[config.mk]
export PLATFORM = sky130hd
export DESIGN_NAME = ram_loader
export DESIGN_NICKNAME = d
export VERILOG_FILES = /design/src/rtl/ram_loader.sv
export SDC_FILE = /design/constraint.sdc
export NUM_CORES = 1
export LEC_CHECK = 0
export ABC_AREA = 1
export BUFFER_PORTS_ARGS = -buffer_cell sky130_fd_sc_hd__clkbuf_2
export CORE_ASPECT_RATIO = 1.5
export CORE_MARGIN = 5
export CORE_UTILIZATION = 58
export CTS_CLUSTER_DIAMETER = 120
export DETAILED_ROUTE_END_ITERATION = 12
export PLACE_DENSITY = 0.85
export SETUP_SLACK_MARGIN = 0.4
export SYNTH_ARGS = -nofsm -noshare
export SYNTH_HDL_FRONTEND = slang
export SYNTH_SLANG_ARGS = --single-unit
[constraint.sdc]
create_clock -name clk -period 1.86 [get_ports clk]
set_clock_uncertainty 0.05 [all_clocks]
set_input_delay 0.465 -clock clk [delete_from_list [all_inputs] [get_ports clk]]
set_output_delay 0.465 -clock clk [all_outputs]
set_load 0.02 [all_outputs]
[src/rtl/ram_loader.sv]
// Program loader: writes a framed, checksummed byte stream into RAM
// while holding the CPU in halt.
module ram_loader #(
    parameter int ADDR_WIDTH = 8,
    parameter int DATA_WIDTH = 8,
    parameter logic [ADDR_WIDTH-1:0] BASE_ADDR = '0
) (
    input  logic                  clk,
    input  logic                  rst,
    input  logic                  load_start,
    input  logic                  load_abort,
    input  logic                  in_valid,
    input  logic [DATA_WIDTH-1:0] in_data,
    output logic                  in_ready,
    output logic                  mem_write_en,
    output logic [ADDR_WIDTH-1:0] mem_addr,
    output logic [DATA_WIDTH-1:0] mem_data,
    output logic                  cpu_hold,
    output logic                  load_done,
    output logic                  load_err
);

    typedef enum logic [2:0] {
        IDLE, LEN, DATA, CSUM, DONE, ERR
    } state_t;

    state_t                state;
    logic [ADDR_WIDTH-1:0] ptr;
    // One extra bit so a zero length byte can encode a full 2^DATA_WIDTH run
    logic [DATA_WIDTH:0]   remaining;
    logic [DATA_WIDTH-1:0] acc;
    logic                  accept;

    assign in_ready  = (state == LEN) || (state == DATA) || (state == CSUM);
    assign cpu_hold  = in_ready || (state == ERR);
    assign load_done = (state == DONE);
    assign accept    = in_valid && in_ready && !load_abort;

    always_ff @(posedge clk or negedge rst) begin
        if (!rst) begin
            state        <= IDLE;
            ptr          <= '0;
            remaining    <= '0;
            acc          <= '0;
            mem_write_en <= 1'b0;
            mem_addr     <= '0;
            mem_data     <= '0;
            load_err     <= 1'b0;
        end else begin
            mem_write_en <= 1'b0;
            unique case (state)
                IDLE, ERR: begin
                    if (load_start) begin
                        state    <= LEN;
                        load_err <= 1'b0;
                        acc      <= '0;
                        ptr      <= BASE_ADDR;
                    end
                end
                LEN: begin
                    if (load_abort) begin
                        state    <= ERR;
                        load_err <= 1'b1;
                    end else if (accept) begin
                        if (in_data == '0)
                            remaining <= {1'b1, {DATA_WIDTH{1'b0}}};
                        else
                            remaining <= {1'b0, in_data};
                        state <= DATA;
                    end
                end
                DATA: begin
                    if (load_abort) begin
                        state    <= ERR;
                        load_err <= 1'b1;
                    end else if (accept) begin
                        mem_write_en <= 1'b1;
                        mem_addr     <= ptr;
                        mem_data     <= in_data;
                        ptr          <= ptr + ADDR_WIDTH'(1);
                        acc          <= acc + in_data;
                        remaining    <= remaining - (DATA_WIDTH + 1)'(1);
                        if (remaining == (DATA_WIDTH + 1)'(1))
                            state <= CSUM;
                    end
                end
                CSUM: begin
                    if (load_abort) begin
                        state    <= ERR;
                        load_err <= 1'b1;
                    end else if (accept) begin
                        if (in_data == acc) begin
                            state <= DONE;
                        end else begin
                            state    <= ERR;
                            load_err <= 1'b1;
                        end
                    end
                end
                DONE: state <= IDLE;
                default: state <= IDLE;
            endcase
        end
    end

endmodule

After elaboration in Yosys (flattened, before gate mapping) --
Cells that the tools add are included.
Word-level totals: bits in registers 46, word-level logic and storage cells 80, output and inout port bits 21
Operators by class: mux-type cells 32, bitwise logic cells 1, add/subtract/negate cells 3, equal/unequal tests 18, reduce and logical (&&, ||, !) cells 18
Operators with widths (count):
- 9-bit two-way mux | 5
- 8-bit two-way mux | 5
- 8-bit case mux with 2 select lines | 2
- 3-bit two-way mux | 8
- 9-bit case mux with 2 select lines | 1
- 5-bit AND reduction | 3
- 3-bit inequality test, second input constant | 4
- 3-bit case mux with 4 select lines | 1
- 2-bit inequality test, second input constant | 5
- 9-bit by 1-bit equality test with 1-bit output, second input constant | 1
- 1-bit two-way mux | 9
- 9-bit by 1-bit subtractor with 9-bit output, second input constant | 1
- 8-bit by 1-bit adder with 8-bit output, second input constant | 1
- 8-bit adder | 1
- 8-bit equality test | 1
- 8-bit zero test | 1
- 3-bit by 2-bit equality test with 1-bit output, second input constant | 2
- 3-bit equality test, second input constant | 2
- 4-bit AND reduction | 1
- 2-bit nonzero test | 2
- 2-bit OR reduction | 2
- 3-bit by 1-bit equality test with 1-bit output, second input constant | 1
- 3-bit zero test | 1
- 1-bit logical OR | 3
- other kinds (8) | 9

Depth between registers and ports, before layout --
Gate-level depths: netlist of the first run.
depth in word-level cells 8, mapped depth 10, depth with buffers taken out 10

Worst setup path after synthesis of the first run --
No wires, ideal clock.
path type in2reg, from input port in_data[0], to register acc[4], buffers on the path 0, data required time 1689 ps, data arrival time 1543 ps, library setup time 121 ps, stages 7, path slack 146 ps, path through ha_1 -> fa_1 -> nand3_1 -> nand3_1 -> or2_0 -> nand2_1 -> o21ai_1
On the way: cells in the longest elaborated chain, start to end 4
Ends and longest elaborated chain:
- start, declared | RTL line 13 | input logic [DATA_WIDTH-1:0] in_data,
- 8-bit adder | RTL line 81 | acc <= acc + in_data;
- 8-bit two-way mux | RTL line 76 | end else if (accept) begin
- 8-bit two-way mux | RTL line 73 | if (load_abort) begin
- 8-bit case mux with 2 select lines | RTL line 51 | unique case (state)
- end signal, assigned | RTL line 81
- end, declared | RTL line 31 | logic [DATA_WIDTH-1:0] acc;
No other way between the ends. The select of a mux whose other input is x is not followed. A chain may end at the register's enable or synchronous reset.

Worst setup path in the final report of the first run --
from register acc[0], to register acc[6]
On the way: cells in the longest elaborated chain, start to end 4
Ends and longest elaborated chain (RTL line):
- 8-bit adder | 81
- 8-bit two-way mux | 76
- 8-bit two-way mux | 73
- 8-bit case mux with 2 select lines | 51
No other way between the ends. The select of a mux whose other input is x is not followed.

==> results.md, run 1 <==
* I/O pins at 34
* Peak supply drop at 1.48 mV
* Sequential area share after synthesis at 41.0%
* Vias in the first global route at 3258
* Met1 Track Usage GR at 32.8%
* Synth unique cells at 28
* Layout cell share with drive strength beyond 1 at 40.2%
* Post-CTS Hold Fix Bufs at 0
* Post-synthesis cell area at 2810 sq um
* H-tree depth at 2
* Final Hold Vio Count at 0
* IO Port Bufs at 33
* Slew Viols, Final at 0
* Mapped Avg Cell Area at 7.03 sq um
* Setup violations, final at 0
* Leak at 2.15 nW
* Setup Crit Path Kind: flop to flop
* Detail Placement HPWL at 4790 um
* Syn Nets at 424
* Met2 Usage GRT at 52.2%
* R2R setup slack at 0.009 ns
* Critical-path cell list: ha_4 -> fa_2 -> buf_6 -> buf_6 -> nand4_1 -> nand4_1 -> nand3_1 -> nand2_1
* Fin Hold WS at 0.0745 ns
* FF-to-FF Start: acc[0]
* First-pass GRT wire length at 14800 um
* DRC at 0
* Crit path capture: acc[6]
* Outcome: completed
* Num Clock Sinks at 46
* Vias per cell at 6.49
* Worst R2R Path Depth at 8
* Critical Path End Type: flop
* Worst slew pin tran at 0.334 ns
* Pre-Repair DR Iteration Count at 5
* Drt wl/cell at 22.6 um
* # rows at 31
* CP max stage cell: fa_2
* Initial antenna violation count at 0
* All-Layer GR Usage at 31.0%
* Synthesis-stage register bit count at 46
* Required @ worst endpoint at 2.04 ns
* CP Data Arrival Time at 2.03 ns
* CP startpoint: acc[0]
* Max-cap violations at 0
* Worst slack at placement at 0.0283 ns
* Number of diodes at 0
* Area grow syn2layout at 51.0%
* Crit-path max FO at 3
* Final worst slack at 0.00900 ns
* DRT iter0 DRCs at 567
* Reg clk slew, reported paths at 0.10 ns
* Pin count of the biggest net entering global routing at 47
* Routed Antenna Nets at 0
* Syn. warnings at 0
* Worst Hold Class: primary input to async pin
* Skew-Pair Late Insertion Delay at 0.32 ns
* Met3 Use GR at 6.49%
* Placed inst area at 3110 sq um
* Design area at 4240 sq um
* Fin crit share at 99.5%
* Vias at 3513
* Normalized max-slew margin at 77.6%
* Core Box Area at 4770 sq um
* Maximum clock path buffer count at 2
* Initial core utilization at 58.9%
* CTS tree: done
* Cts bufs inserted at 5
* Gpl congestion at 0.926
* RSZ-0062 raised after global routing: yes
* Reg-to-reg endpoint: acc[6]
* Drt total wl at 12300 um
* Chip width at 66.8 um
* Critical Path Source Type: flop
* Tmin final at 1.85 ns
* CP max stage delay at 0.44 ns
* Final #Nets at 498
* Clk root buf: clkbuf_8
* GR peak layer: met2
* Fmax at 540 MHz
* Die Y at 95.3 um
* Die area at 6370 sq um
* Power Dens Cells at 1480 nW/um^2
* Synth Instances at 400
* GR Overflow Total at 0
==> where the power goes <==
| group | switching (mW) | internal (mW) | leakage [nW] |
|---|---|---|---|
| clock network | 0.398 | 0.539 | 0.0683 |
| registers | 0.325 | 1.30 | 0.605 |
| logic | 2.25 | 1.46 | 1.47 |
| total | 2.97 | 3.29 | 2.15 |
==> kinds of logic after synthesis <==
family,count (synthesis),synth area share (%)
AOI/OAI and AO/OA,41,7.52
buffers and inverters,61,9.75
and+or+nand+nor,238,35.7
adders and majority gates,11,5.16
DFF,46,41.0
xor gates and xnor gates,3,0.935
==> layout make-up <==
class | count | area (sq um)
multi-input cells | 296 | 1930
flip-flops and latches | 46 | 1150
repair buffers | 74 | 717
fillers | 203 | 528
inverters | 51 | 218
well taps | 66 | 82.6
clock buffers | 5 | 68.8
clock inverters | 3 | 68.8
==> flip-flops by register name, summed over array words and instances (netlist names) <==
signal and cells:
remaining 9, acc 8, mem_addr 8, mem_data 8
ptr 8, state 3, load_err 1, mem_write_en 1
==> layout by cell type, fill, tap and decap left out, types with 3 or more instances in the layout <==
master    count
clkbuf_8      6
inv_2         5
nand3_1      27
inv_1        41
nor3_1        3
buf_6        10
nand2_2      33
nor2_4        6
nand4_1      10
o21ai_0       8
nand2_8       7
nor2_1       20
nand3_2       7
o21ai_2      12
buf_4        18
a21oi_1       6
nand2_1     109
ha_4          8
clkbuf_2     30
dfrtp_1      43
dfrtp_2       3
buf_16        3
buf_12        8
o21ai_1      10
nand2_4      11
==> metrics by stage <==
step	TNS, ns	util, %	std cells	power (mW)
floorplan	0	-	400	2.95
finish	0	88.9	541	6.26
global placement	0	65.2	498	3.42
detailed placement	0	65.2	498	3.48
CTS	0	79.0	530	5.13
global route	-0.0779	88.9	541	6.47
==> cells in the mapped netlist <==
library cell,number,share of area (%)
nand2_1,155,21
inv_1,48,6.4
dfrtp_1,46,41
nand3_1,34,6.1
nor2_1,26,3.5
o21ai_0,21,3.7
ha_1,10,4.5
nand4_1,10,2.2
o21ai_1,10,1.8
a21oi_1,8,1.4
buf_6,4,1.6
nor3_1,3,0.53
buf_2,2,0.36
buf_4,2,0.53
clkbuf_1,2,0.27
inv_2,2,0.27
nand2_2,2,0.45
nor2_2,2,0.45
or2_0,2,0.45
or2_2,2,0.45
xor2_1,2,0.62
a21boi_1,1,0.27
a21oi_2,1,0.31
fa_1,1,0.71
inv_6,1,0.31
nand3_4,1,0.62
nand3b_1,1,0.27
xnor2_1,1,0.31
==> critical path: cells and delay by family, from the launching register on <==
family / cells / cell delay, ns
adder cells (fa/ha/maj): 2 / 0.63
flip-flops: 1 / 0.43
AND/OR/NAND/NOR: 4 / 0.40
buffers and inverters: 2 / 0.24
==> worst min path at each step <==
stage / slack, ns / depth (start not counted) / startpoint / to
4_1_cts: 0.1 / 2 / rst / mem_addr[2]
3_3_place_gp: 0.41 / 2 / load_err / load_err
2_1_floorplan: 0.12 / 0 / rst / acc[0]
6_report: 0.07 / 2 / rst / mem_data[0]
3_5_place_dp: 0.41 / 2 / load_err / load_err
5_1_grt: 0.1 / 2 / rst / ptr[2]
==> what timing repair did <==
| item | CTS | global route |
|---|---|---|
| setup buffers | 18 | 10 |
| endpoints found under the hold margin | 0 | 0 |
| pin swaps | 17 | 32 |
| resized for setup | 66 | 105 |
| cloned | 6 | 1 |
| setup endpoints to repair | 49 | 49 |
==> routing by layer <==
layer / vias up / wire length, um
met4: 0 / 1180
li1: 1419 / -
met3: 126 / 1200
met2: 355 / 5930
met5: - / 0
met1: 1613 / 3940
Power figures use the tool's default switching activity.
==> run 2, diff against run 1 <==
--- a/config.mk
+++ b/config.mk
@@ -7,11 +7,14 @@
 export LEC_CHECK = 0
 export ABC_AREA = 1
 export BUFFER_PORTS_ARGS = -buffer_cell sky130_fd_sc_hd__clkbuf_2
+export CELL_PAD_IN_SITES_DETAIL_PLACEMENT = 0
+export CELL_PAD_IN_SITES_GLOBAL_PLACEMENT = 1
 export CORE_ASPECT_RATIO = 1.5
 export CORE_MARGIN = 5
-export CORE_UTILIZATION = 58
+export CORE_UTILIZATION = 42
 export CTS_CLUSTER_DIAMETER = 120
 export DETAILED_ROUTE_END_ITERATION = 12
+export GPL_ROUTABILITY_DRIVEN = 0
 export PLACE_DENSITY = 0.85
 export SETUP_SLACK_MARGIN = 0.4
 export SYNTH_ARGS = -nofsm -noshare
==> run 2 against run 1 <==
Compared with the run above: clock power fell by 0.6%; routed wire length fell by 37%; die area rose by 33%; power fell by 11%; register-to-register slack improved by 0.25 ns; design area fell by 4.8%; first-iteration DRC count fell by 64%; sequential power barely moved; maximum frequency rose by 9.2%; clock-buffer cell count rose by 1; global-route usage fell by 12 points; critical path type is now flop to primary output; largest power group unchanged.
==> results.md, run 2 (synthesized netlist as in run 1, its figures left out) <==
* Critical-path cell list: o21ai_4 -> inv_2 -> buf_8
* Placed cell count at 509
* DRC at 0
* Leak at 2.10 nW
* First-pass GRT wire length at 13000 um
* Final Non-Filler Cells at 542
* Number of flip-flops in the largest register at 9
* Worst slack at placement at 0.0563 ns
* Final #Nets at 489
* Routed Antenna Nets at 0
* Die Y at 110 um
* I/O pins at 34
* Top reg by flops: remaining
* Layout cell share with drive strength beyond 1 at 36.3%
* CP startpoint: state[0]
* Drt wl/cell at 14.2 um
* Core Box Area at 6530 sq um
* Worst Hold Class: primary input to async pin
* FF-to-FF Start: state[2]
* Final Hold Vio Count at 0
* Chip width at 76.8 um
* CP Data Arrival Time at 1.18 ns
* Pin count of the biggest net entering global routing at 47
* Vias per cell at 5.11
* All-Layer GR Usage at 19.1%
* Tmin final at 1.70 ns
* Sequential Power Share at 28.8%
* Family with the most delay on the worst path: flip-flops
* Combinational power share at 54.5%
* Placed inst area at 3170 sq um
* Initial core utilization at 43.0%
* Num Clock Sinks at 46
* Pre-Repair DR Iteration Count at 4
* Cts bufs inserted at 5
* Critical Path End Type: primary output
* Commonest cells after routing, fill and taps aside: nand2_1, inv_1, dfrtp_1
* Detail Placement HPWL at 5010 um
* Final worst slack at 0.165 ns
* Power Dens Cells at 1380 nW/um^2
* Fin crit share at 91.2%
* Peak supply drop at 0.908 mV
* Layout fillers at 577
* Fmax at 590 MHz
* Finished Core Util at 61.9%
* Skew-Pair Late Insertion Delay at 0.30 ns
* Setup Crit Path Kind: flop to primary output
* CP max stage delay at 0.48 ns
* Number of diodes at 0
* Area grow syn2layout at 43.8%
* Critical Path Source Type: flop
* Crit-path max FO at 5
* # rows at 36
* DRT iter0 DRCs at 206
* Maximum clock path buffer count at 2
* Worst slew pin tran at 0.298 ns
* Setup violations, final at 0
* GR Overflow Total at 0
* Clk root buf: clkbuf_8
* Required @ worst endpoint at 1.34 ns
* Buffers & Inverters on Critical Path at 2
* Drt total wl at 7700 um
* Int Power at 3.22 mW
* Leading cell type in the layout, fill and taps excluded: nand2_1
* Slew Viols, Final at 0
* Clock network power share at 16.7%
* Die area at 8460 sq um
* H-tree depth at 2
* IO Port Bufs at 33
* Sw frac at 42.2%
* Vias at 2768
* RSZ-0062 raised after global routing: yes
* Reg clk slew, reported paths at 0.10 ns
* Final TNS setup at 0 ns
* CP max stage cell: dfrtp_2
* Switch Pwr at 2.35 mW
* Outcome: completed
* Normalized max-slew margin at 80.0%
* Initial antenna violation count at 0
* Max-cap violations at 0
* CTS tree: done
* Vias in the first global route at 2702
* Design area at 4040 sq um
run 2: changes by cell type in the layout (fill, tap and decap cells not counted), moves of 6 or more:
cell	previous run	this run
nand2_8	7	1
nand2_2	33	18
nand2_1	109	121
nand2_4	11	17
run 2: per-layer routing:
| metal | wire length, um | GRT usage (%) |
|---|---|---|
| met5 | 0 | 0 |
| met4 | 172 | 8.63 |
| met3 | 211 | 1.95 |
| met2 | 4160 | 36.1 |
| met1 | 3150 | 21.3 |
run 2: final timing paths:
| kind | end | slack (ns) | depth (start not counted) |
|---|---|---|---|
| setup / recovery | in_ready | 0.16 | 3 |
| hold / removal | mem_addr[0] | 0.08 | 2 |
| setup reg to reg | remaining[5] | 0.26 | 11 |
| hold reg to reg | load_err | 0.43 | 2 |
| max in group asynchronous | state[1] | 1.43 | 2 |
| min in group clk | mem_data[1] | 0.42 | 3 |
run 2: per-stage QoR:
step           power, mW  hold slack (ns)
2_1_floorplan       2.95            0.119
3_3_place_gp        3.56            0.408
3_5_place_dp        3.59            0.415
4_1_cts             5.18            0.101
5_1_grt             5.97            0.108
6_report            5.57           0.0831
run 2: area by class of cell:
| cell class | count | area (sq um) | share of cell area [%] |
|---|---|---|---|
| Clock buffer | 6 | 82.6 | 2.04 |
| Clock inverter | 2 | 60.1 | 1.49 |
| Inverter | 51 | 206 | 5.11 |
| Timing Repair Buffer | 67 | 611 | 15.1 |
| Tap cell | 76 | 95.1 | 2.35 |
| Sequential cell | 46 | 1160 | 28.6 |
| Multi-Input combinational cell | 293 | 1820 | 45.1 |
| Timing Repair inverter | 1 | 8.76 | 0.217 |
run 2: repair_timing:
action / in CTS / in global routing
hold buffers: 0 / 0
setup endpoints to repair: 46 / 48
resized for setup: 65 / 77
gates cloned: 3 / 3
buffers inserted: 15 / 4
pin swaps: 12 / 18
run 2: power groups by stage:
| stage | Sequential [mW] | Combinational [mW] | Clock, mW |
|---|---|---|---|
| after global routing | 1.65 | 3.32 | 0.992 |
| after detailed placement | 1.53 | 2.06 | 0 |
| final | 1.61 | 3.04 | 0.931 |
| after global placement | 1.52 | 2.04 | 0 |
| after CTS | 1.53 | 2.70 | 0.949 |
| after floorplan | 1.67 | 1.28 | 0 |
==> run 3, diff against run 2 <==
--- a/config.mk
+++ b/config.mk
@@ -15,6 +15,7 @@
 export CTS_CLUSTER_DIAMETER = 120
 export DETAILED_ROUTE_END_ITERATION = 12
 export GPL_ROUTABILITY_DRIVEN = 0
+export GPL_TIMING_DRIVEN = 0
 export PLACE_DENSITY = 0.85
 export SETUP_SLACK_MARGIN = 0.4
 export SYNTH_ARGS = -nofsm -noshare
==> run 3 against run 2 <==
Compared with the run above: design area is 4.3% higher; largest cell class unchanged; flip-flop and latch count stayed put; core utilization up 2.6 points; largest power group unchanged; setup slack lost 0.024 ns; critical path depth stayed put; register-to-register slack got worse by 0.12 ns; clock-buffer cell count is 1 lower; via count grew 2.6%; die area stayed put; highest routed layer unchanged; clock power fell by 17%; power decreased by 1.3%; non-clock buffer count rose by 9.
==> results.md, run 3 (synthesized netlist as in run 1, its figures left out) <==
* Outcome: completed
* Sw frac at 44.7%
* Crit-path max FO at 5
* Clock network power share at 14.0%
* Leak at 2.19 nW
* Drt total wl at 8260 um
* Buffers & Inverters on Critical Path at 2
* Met1 wire length at 3340 um
* Crit. path cell count at 3
* Power Dens Cells at 1310 nW/um^2
* Chip width at 76.8 um
* Worst slack at placement at -0.0243 ns
* Initial core utilization at 43.0%
* # rows at 36
* Worst R2R Path Depth at 9
* Pin count of the biggest net entering global routing at 47
* DRC at 0
* Combinational power share at 57.2%
* Worst slew pin tran at 1.07 ns
* Fin Hold WS at 0.279 ns
* Maximum clock path buffer count at 2
* Die area at 8460 sq um
* Peak supply drop at 0.947 mV
* Fin crit share at 92.5%
* Cts bufs inserted at 5
* Slew Viols, Final at 0
* Routed Antenna Nets at 0
* First-pass GRT wire length at 13200 um
* Reg clk slew, reported paths at 0.10 ns
* Setup violations, final at 0
* Fmax at 581 MHz
* CTS tree: done
* CP max stage delay at 0.48 ns
* Final #Nets at 497
* DRT iter0 DRCs at 143
* Number of diodes at 0
* CP Data Arrival Time at 1.20 ns
* Pre-Repair DR Iteration Count at 4
* DR top layer: met4
* Area grow syn2layout at 49.9%
* Met3 wire len at 224 um
* Layout cell share with drive strength beyond 1 at 41.8%
* Vias per cell at 5.17
* Placed inst area at 3130 sq um
* Final TNS setup at 0 ns
* Core Box Area at 6530 sq um
* Critical-path cell list: o21ai_4 -> inv_2 -> buf_8
* Commonest cells after routing, fill and taps aside: nand2_1, inv_1, dfrtp_1
* GR Overflow Total at 0
* Die Y at 110 um
* Post-CTS Hold Fix Bufs at 0
* Critical Path End Type: primary output
* Worst Hold Class: primary input to async pin
* Drt wl/cell at 15.0 um
* Sequential Power Share at 28.8%
* H-tree depth at 2
* Met2 wire len at 4540 um
* CP max stage cell: dfrtp_2
* RSZ-0062 raised after global routing: yes
* Tmin final at 1.72 ns
* Family with the most delay on the worst path: flip-flops
* Skew-Pair Late Insertion Delay at 0.31 ns
* IO Port Bufs at 33
* Top reg by flops: remaining
* Switch Pwr at 2.46 mW
* Required @ worst endpoint at 1.34 ns
* Vias in the first global route at 2790
* Max-cap violations at 0
* Final Hold Vio Count at 0
* All-Layer GR Usage at 19.5%
* Detail Placement HPWL at 5210 um
* Setup Crit Path Kind: flop to primary output
* I/O pins at 34
* Leading cell type in the layout, fill and taps excluded: nand2_1
* Num Clock Sinks at 46
* Clk root buf: clkbuf_8
* Number of flip-flops in the largest register at 9
* Design area at 4210 sq um
* Critical Path Source Type: flop
* Final worst slack at 0.140 ns
* Initial antenna violation count at 0
* Vias at 2841
* Int Power at 3.05 mW
* Normalized max-slew margin at 28.6%
-- run 3: cell count changes in the layout (fill, tap and decap cells not counted), moves of 3 or more --
cell     change
o21ai_0      -3
buf_6        +7
nand2_1     -16
buf_12       -3
buf_4        -5
inv_1        +3
nand3_2      +7
buf_8        +7
o21ai_1      +3
nand2_2     +14
nand3_1      -8
inv_2        -4
-- run 3: through the flow --
step | cells | util (%) | power, mW
detailed placement | 509 | 47.9 | 3.52
CTS | 537 | 57.8 | 4.84
finish | 550 | 64.5 | 5.50
global route | 550 | 64.5 | 5.87
global placement | 509 | 47.9 | 3.50
floorplan | 400 | - | 2.95
-- run 3: path summary, 6_finish.rpt --
kind,startpoint,to,slack [ns]
max,state[1],in_ready,0.14
min,rst,mem_addr[4],0.28
max reg2reg,state[2],ptr[6],0.14
min reg2reg,load_err,load_err,0.42
max in group asynchronous,rst,state[1],0.74
min in group clk,in_data[0],mem_data[0],0.40
-- run 3: routing by layer --
layer	GRT usage [%]	vias up
met5	0	-
li1	-	1407
met1	22.9	1374
met3	2.68	10
met2	36.4	50
met4	6.63	0
-- run 3: repair_timing --
| item | 4_1_cts | 5_1_grt |
|---|---|---|
| gates cloned | 7 | 2 |
| pin swaps | 37 | 29 |
| setup buffers | 13 | 11 |
| resized for setup | 95 | 106 |
| setup endpoints to repair | 49 | 51 |
-- run 3: final cells by class --
type	instances	area [sq um]
buffer	10	151
clock buffer	5	68.8
clock inverter	3	45.0
fill	563	2320
inverter	51	209
multi-input combinational	293	1900
sequential	46	1160
tap	76	95.1
timing repair buffer	66	592
-- run 3: power groups by stage --
stage	Combinational, mW	Sequential, mW	Clock, mW
global placement	1.99	1.52	0
detailed placement	1.99	1.53	0
CTS	2.51	1.53	0.800
floorplan	1.28	1.67	0
finish	3.15	1.58	0.772
global route	3.41	1.63	0.835
